## src/rtl/life_controller.sv

```systemverilog
// Control unit for the Game-of-Life datapath: debounces five raw buttons and
// sequences IDLE / PROGRAM / RUN / PAUSE, issuing registered command pulses.
module life_controller #(
  parameter int DEBOUNCE_CYCLES = 4,
  parameter int GEN_PERIOD      = 8
) (
  input  logic        clka,
  input  logic        rst,
  input  logic        btn_start,
  input  logic        btn_pause,
  input  logic        btn_clear,
  input  logic        btn0_in,
  input  logic        btn1_in,
  input  logic [63:0] grid,
  output logic [1:0]  state,
  output logic        prog_btn0,
  output logic        prog_btn1,
  output logic        gen_tick,
  output logic        stop,
  output logic [6:0]  cell_count,
  output logic [15:0] gen_count
);

  typedef enum logic [1:0] {
    IDLE    = 2'b00,
    PROGRAM = 2'b01,
    RUN     = 2'b10,
    PAUSE   = 2'b11
  } mode_t;

  localparam int          NUM_BTN = 5;
  localparam logic [7:0]  DB_LAST = 8'(DEBOUNCE_CYCLES - 1);
  localparam logic [15:0] T_LAST  = 16'(GEN_PERIOD - 1);
  localparam logic [15:0] T_PRE   = 16'(GEN_PERIOD - 2);

  mode_t               mode;
  logic [15:0]         timer;
  logic [NUM_BTN-1:0]  raw, sync1, sync2, locked, press;
  logic [7:0]          db_cnt [NUM_BTN];
  logic                p_clear, p_pause, p_start, p_b0, p_b1;

  assign raw   = {btn1_in, btn0_in, btn_clear, btn_pause, btn_start};
  assign state = mode;

  function automatic logic [15:0] sat_inc(input logic [15:0] v);
    return (v == 16'hFFFF) ? v : v + 16'd1;
  endfunction

  // Synchronizers and debouncers. A press fires once after DEBOUNCE_CYCLES
  // consecutive high samples, then locks until a low sample is seen.
  always_ff @(posedge clka) begin
    // NOTE: the debounce counters are registers and are cleared by reset, so a
    // button held across reset release must re-qualify with fresh samples.
    if (rst) begin
      sync1  <= '0;
      sync2  <= '0;
      locked <= '0;
      press  <= '0;
      for (int i = 0; i < NUM_BTN; i++) db_cnt[i] <= '0;
    end else begin
      sync1 <= raw;
      sync2 <= sync1;
      for (int i = 0; i < NUM_BTN; i++) begin
        press[i] <= 1'b0;
        if (!sync2[i]) begin
          db_cnt[i] <= '0;
          locked[i] <= 1'b0;
        end else if (!locked[i]) begin
          if (db_cnt[i] == DB_LAST) begin
            press[i]  <= 1'b1;
            locked[i] <= 1'b1;
            db_cnt[i] <= '0;
          end else begin
            db_cnt[i] <= db_cnt[i] + 8'd1;
          end
        end
      end
    end
  end

  // Same-cycle priority: clear masks pause, pause masks start.
  assign p_clear = press[2];
  assign p_pause = press[1] & ~press[2];
  assign p_start = press[0] & ~press[1] & ~press[2];
  assign p_b0    = press[3];
  assign p_b1    = press[4];

  always_ff @(posedge clka) begin
    if (rst) begin
      mode       <= IDLE;
      stop       <= 1'b1;
      gen_tick   <= 1'b0;
      prog_btn0  <= 1'b0;
      prog_btn1  <= 1'b0;
      cell_count <= '0;
      gen_count  <= '0;
      timer      <= '0;
    end else begin
      // NOTE: pulse outputs default low every cycle; branches below only raise
      // them, which guarantees single-cycle pulses without extra state.
      gen_tick  <= 1'b0;
      prog_btn0 <= 1'b0;
      prog_btn1 <= 1'b0;
      stop      <= 1'b0;
      if (p_clear) begin
        mode       <= IDLE;
        stop       <= ~stop;  // never back-to-back with an extinction stop
        cell_count <= '0;
        gen_count  <= '0;
        timer      <= '0;
      end else begin
        unique case (mode)
          IDLE: begin
            if (p_start) begin
              mode       <= PROGRAM;
              cell_count <= '0;
            end
          end
          PROGRAM: begin
            if (cell_count == 7'd64 || p_start) begin
              mode  <= RUN;
              timer <= '0;
            end else if (p_b0 ^ p_b1) begin
              prog_btn0  <= p_b0;
              prog_btn1  <= p_b1;
              cell_count <= cell_count + 7'd1;
            end
          end
          RUN: begin
            if (gen_tick && grid == '0) begin
              mode  <= IDLE;
              stop  <= 1'b1;
              timer <= '0;
            end else if (p_pause) begin
              mode <= PAUSE;
            end else begin
              timer <= (timer == T_LAST) ? '0 : timer + 16'd1;
              if (timer == T_PRE) begin
                gen_tick  <= 1'b1;
                gen_count <= sat_inc(gen_count);
              end
            end
          end
          PAUSE: begin
            if (p_pause) begin
              mode <= RUN;
            end else if (p_start) begin
              gen_tick  <= 1'b1;
              gen_count <= sat_inc(gen_count);
            end
          end
        endcase
      end
    end
  end

endmodule
```

## config.mk

```make
export PLATFORM = sky130hd
export DESIGN_NAME = life_controller
export DESIGN_NICKNAME = d
export VERILOG_FILES = /design/src/rtl/life_controller.sv
export SDC_FILE = /design/constraint.sdc
export NUM_CORES = 1
export LEC_CHECK = 0
export ABC_AREA = 1
export ABC_CLOCK_PERIOD_IN_PS = 2950
export CAP_MARGIN = 20
export CORE_MARGIN = 4
export CORE_UTILIZATION = 45
export CTS_CLUSTER_DIAMETER = 80
export DETAILED_ROUTE_END_ITERATION = 10
export GPL_TIMING_DRIVEN = 1
export PLACE_DENSITY = 0.69
export SLEW_MARGIN = 20
export SYNTH_ARGS = -nofsm -noshare
export SYNTH_HDL_FRONTEND = slang
export SYNTH_SLANG_ARGS = --single-unit
```

## constraint.sdc

```tcl
create_clock -name clka -period 2.95 [get_ports clka]
set_input_delay 0.295 -clock clka [delete_from_list [all_inputs] [get_ports clka]]
set_output_delay 0.295 -clock clka [all_outputs]
set_load 0.01 [all_outputs]
```

==> results by group <==
Worst setup path
  – R2r endpoint: timer[1]
  – Critical Path Slowest Stage Cell: dfxtp_1
  – R2R Setup Slk: 0.89 ns
  – Worst r2r src: state[1]
  – Worst endpoint required time: 3.24 ns
  – Critical path capture point type: flip-flop
  – Critical path class: flip-flop to flip-flop
  – CP most frequent cell: inv_2
  – Critical Path Source Type: flip-flop
  – Worst-case reg-to-reg path depth: 9
  – Crit path max fanout: 12
  – CP peak stage delay: 0.52 ns
  – Crit path arrival time: 2.35 ns
  – CP Cell Sequence: inv_2 -> nor2_4 -> buf_4 -> inv_2 -> nand2_1 -> nand2_1 -> inv_2 -> nor2_1 -> nor2_1

STA
  – Tmin final: 2.062 ns
  – Worst-Margin Slew: 0.6562 ns
  – Clock Skew: 0.01157 ns
  – Peak Freq: 485.1 MHz
  – RSZ-0062 raised after global routing: false
  – Setup-failing EPs final: 0
  – Rel. slew slack: 0.5579
  – Max Slew Vio Count: 0
  – Period utilization: 0.6989
  – Setup TNS: 0 ns
  – Final hold viol count: 0

Synth
  – Yosys top cell area share: 0.2135
  – Total of warnings raised by yosys: 0
  – Syn Area/Cell: 6.848 um2
  – Syn_nets: ~970
  – Synth top area cells: dfxtp_1 21%, edfxtp_1 20%, nor2_1 13%
  – Mapped Cells: 890
  – Cell area after synthesis: around 6100 um2
  – #FFs+latches synth: 105
  – Seq/Total Area, Yosys: 0.4106
  – EDFF count, synth: 40
  – Synth async-reset ratio: 0
  – Synth Flop Type: dfxtp_1
  – Area leader, netlist: dfxtp_1
  – Count of different cell masters after synthesis: 36

Cells and area
  – Area grow syn2layout: 23.86%
  – Fill cells: 1300
  – Most frequent cells in the layout: 218 x nor2_1, 171 x nand2_1, 120 x inv_1
  – Area of the multi-input gates: ~3000 um2
  – Antenna cells: 0
  – Layout cell share with drive strength beyond 1: 0.04614
  – Nets: 1073
  – Register Area: 2502 um2
  – Most common cell after layout, fill and taps aside: nor2_1

Min path
  – Hold Path End: sync2[3]
  – WHS Path Cells: 2
  – Critical hold path startpoint: sync1[3]
  – Hold Path Class: flip-flop to flip-flop

Clocking
  – Post-cts repair resize count: 0
  – Clock Path Buffers: 2
  – Number of buffers created by CTS: 9
  – H-tree depth: 3
  – Post-CTS Setup Bufs: 0
  – Reg clk slew, reported paths: ~0.07 ns
  – CTS Hold Bufs: 0
  – Clk root buf: clkbuf_16
  – Clock sinks: ~110
  – Clock Latency Late Sink: roughly 0.36 ns
  – TritonCTS clock tree: done

Route
  – DRT antenna net count: 0
  – DRC: 0
  – DR pass1 iterations: 5
  – Initial DRC Count: 290
  – Final wirelength: around 14000 um
  – Drt via density: roughly 4.9
  – Avg WL per Cell: 12.06 um
  – Routed via count: between 5k and 6k

Placement
  – Post-DP HPWL: approximately 11000 um
  – # port buffers: 99
  – Placer Congestion: approximately 0.9

Global routing
  – Initial antenna violation count: 0
  – Pin count of the biggest net entering global routing: 27
  – First-pass GRT wire length: 24250 um
  – Vias in the first global route: 5310
  – GRT Total Usage: 0.1848
  – GR Overflow Total: 0

Power
  – Pwr Density: 507.9 nW/um2
  – Total power: 3.834 mW
  – Switching Share: 0.3282
  – Net Sw Power: 1.258 mW
  – Power share of the combinational group: 0.253
  – Worst vdd ir: ~0.27 mV
  – Leak: 2.969 nW
  – P_int: 2.575 mW
  – Clock Power Share: 0.304
  – Flop pwr share: 0.443

Floorplan
  – # rows: 42
  – Area of the core: 13240 um2
  – Die H: approximately 120 um
  – Chip Width: 124.4 um
  – Ports: 100
  – Starting Density: 0.4602
  – DIE AREA: around 15000 um2

Run status
  – Status: finished, final reports clean

Run
  – Max-cap violation count: 0
==> worst max-delay path by stage <==
stage | from | to | slack, ns | cells after the start
2_1_floorplan | gen_count[1] | gen_count[7] | 1.31 | 11
3_3_place_gp | grid[51] | gen_count[11] | 0.58 | 12
3_5_place_dp | grid[45] | gen_count[3] | 0.54 | 12
5_1_grt | state[1] | timer[0] | 0.64 | 9
6_report | state[1] | timer[1] | 0.89 | 9
4_1_cts | state[1] | timer[1] | 0.87 | 9
==> routing by layer <==
metal / global-route usage / vias to the layer above / wire length, um
li1: - / 3056 / -
met1: 0.2534 / 2524 / 7080
met2: 0.2952 / 150 / 6125
met3: 0.03302 / 11 / 727
met4: 0.06190 / 0 / 212
met5: 0 / - / 0
==> cell families after synthesis <==
| logic type | count (synthesis) | synth area share |
|---|---|---|
| AOI/OAI and AO/OA | 30 | 0.02730 |
| adders and majority gates | 10 | 0.02053 |
| DFF | 105 | 0.4106 |
| and+or+nand+nor | 583 | 0.4194 |
| xor gates and xnor gates | 20 | 0.02874 |
| buffers and inverters | 142 | 0.09341 |
==> critical path: cells and delay by family, from the launching register on <==
family / cells / cell delay (ns)
AND/OR/NAND/NOR: 5 / 0.87
buffers and inverters: 4 / 0.61
flip-flops: 1 / 0.52
==> cells in the mapped netlist (2+ instances only) <==
library cell  count
nand4_1          33
clkinv_1          3
nor2_1          218
xnor2_1           4
edfxtp_1         40
nor2_2            7
buf_6             2
nand2_2           3
inv_1           120
nor3b_1           6
or2_2             3
nand2_1         171
nor4_1            8
o21a_1            3
nor3_1           30
buf_2             8
nor2_4            3
nand3b_1          3
a21oi_2           2
o21ai_0           8
inv_2             4
buf_4             3
dfxtp_1          65
ha_1             10
xor2_1           16
a21oi_1          15
nand3_1          93
==> power groups by stage <==
| stage | sequential [mW] | clock, mW | combinational [mW] |
|---|---|---|---|
| 2_1_floorplan | 1.72 | 0 | 0.665 |
| 3_3_place_gp | 1.73 | 0 | 0.963 |
| 3_5_place_dp | 1.73 | 0 | 0.967 |
| 4_1_cts | 1.70 | 1.20 | 0.973 |
| 5_1_grt | 1.71 | 1.24 | 1.11 |
| 6_report | 1.70 | 1.16 | 0.970 |
==> through the flow <==
step / hold WS, ns / util / cells / worst slack, ns / area, um2
after floorplan: 0.3883 / - / 890 / 1.309 / 6095
final: 0.4056 / 0.5700 / 1173 / 0.8884 / 7548
after global routing: 0.4337 / 0.5700 / 1173 / 0.6404 / 7548
after CTS: 0.4078 / 0.5700 / 1173 / 0.8734 / 7548
after global placement: 0.3929 / 0.5487 / 1157 / 0.5837 / 7266
after detailed placement: 0.3965 / 0.5487 / 1157 / 0.5416 / 7266
==> layout make-up <==
| class | instances | area share |
|---|---|---|
| clock buffer | 9 | 0.02984 |
| timing repair buffer | 106 | 0.1382 |
| inverter | 127 | 0.06315 |
| sequential | 105 | 0.3315 |
| multi-input combinational | 643 | 0.4005 |
| tap | 176 | 0.02917 |
| clock inverter | 7 | 0.007625 |
==> sequential cells by signal, summed over array words and instances, names as in the netlist <==
name,count
gen_tick,1
stop,1
state,2
gen_count,16
prog_btn0,1
sync2,5
cell_count,7
press,5
prog_btn1,1
db_cnt,40
locked,5
sync1,5
timer,16
No activity file was read; power rests on OpenSTA's default activity.
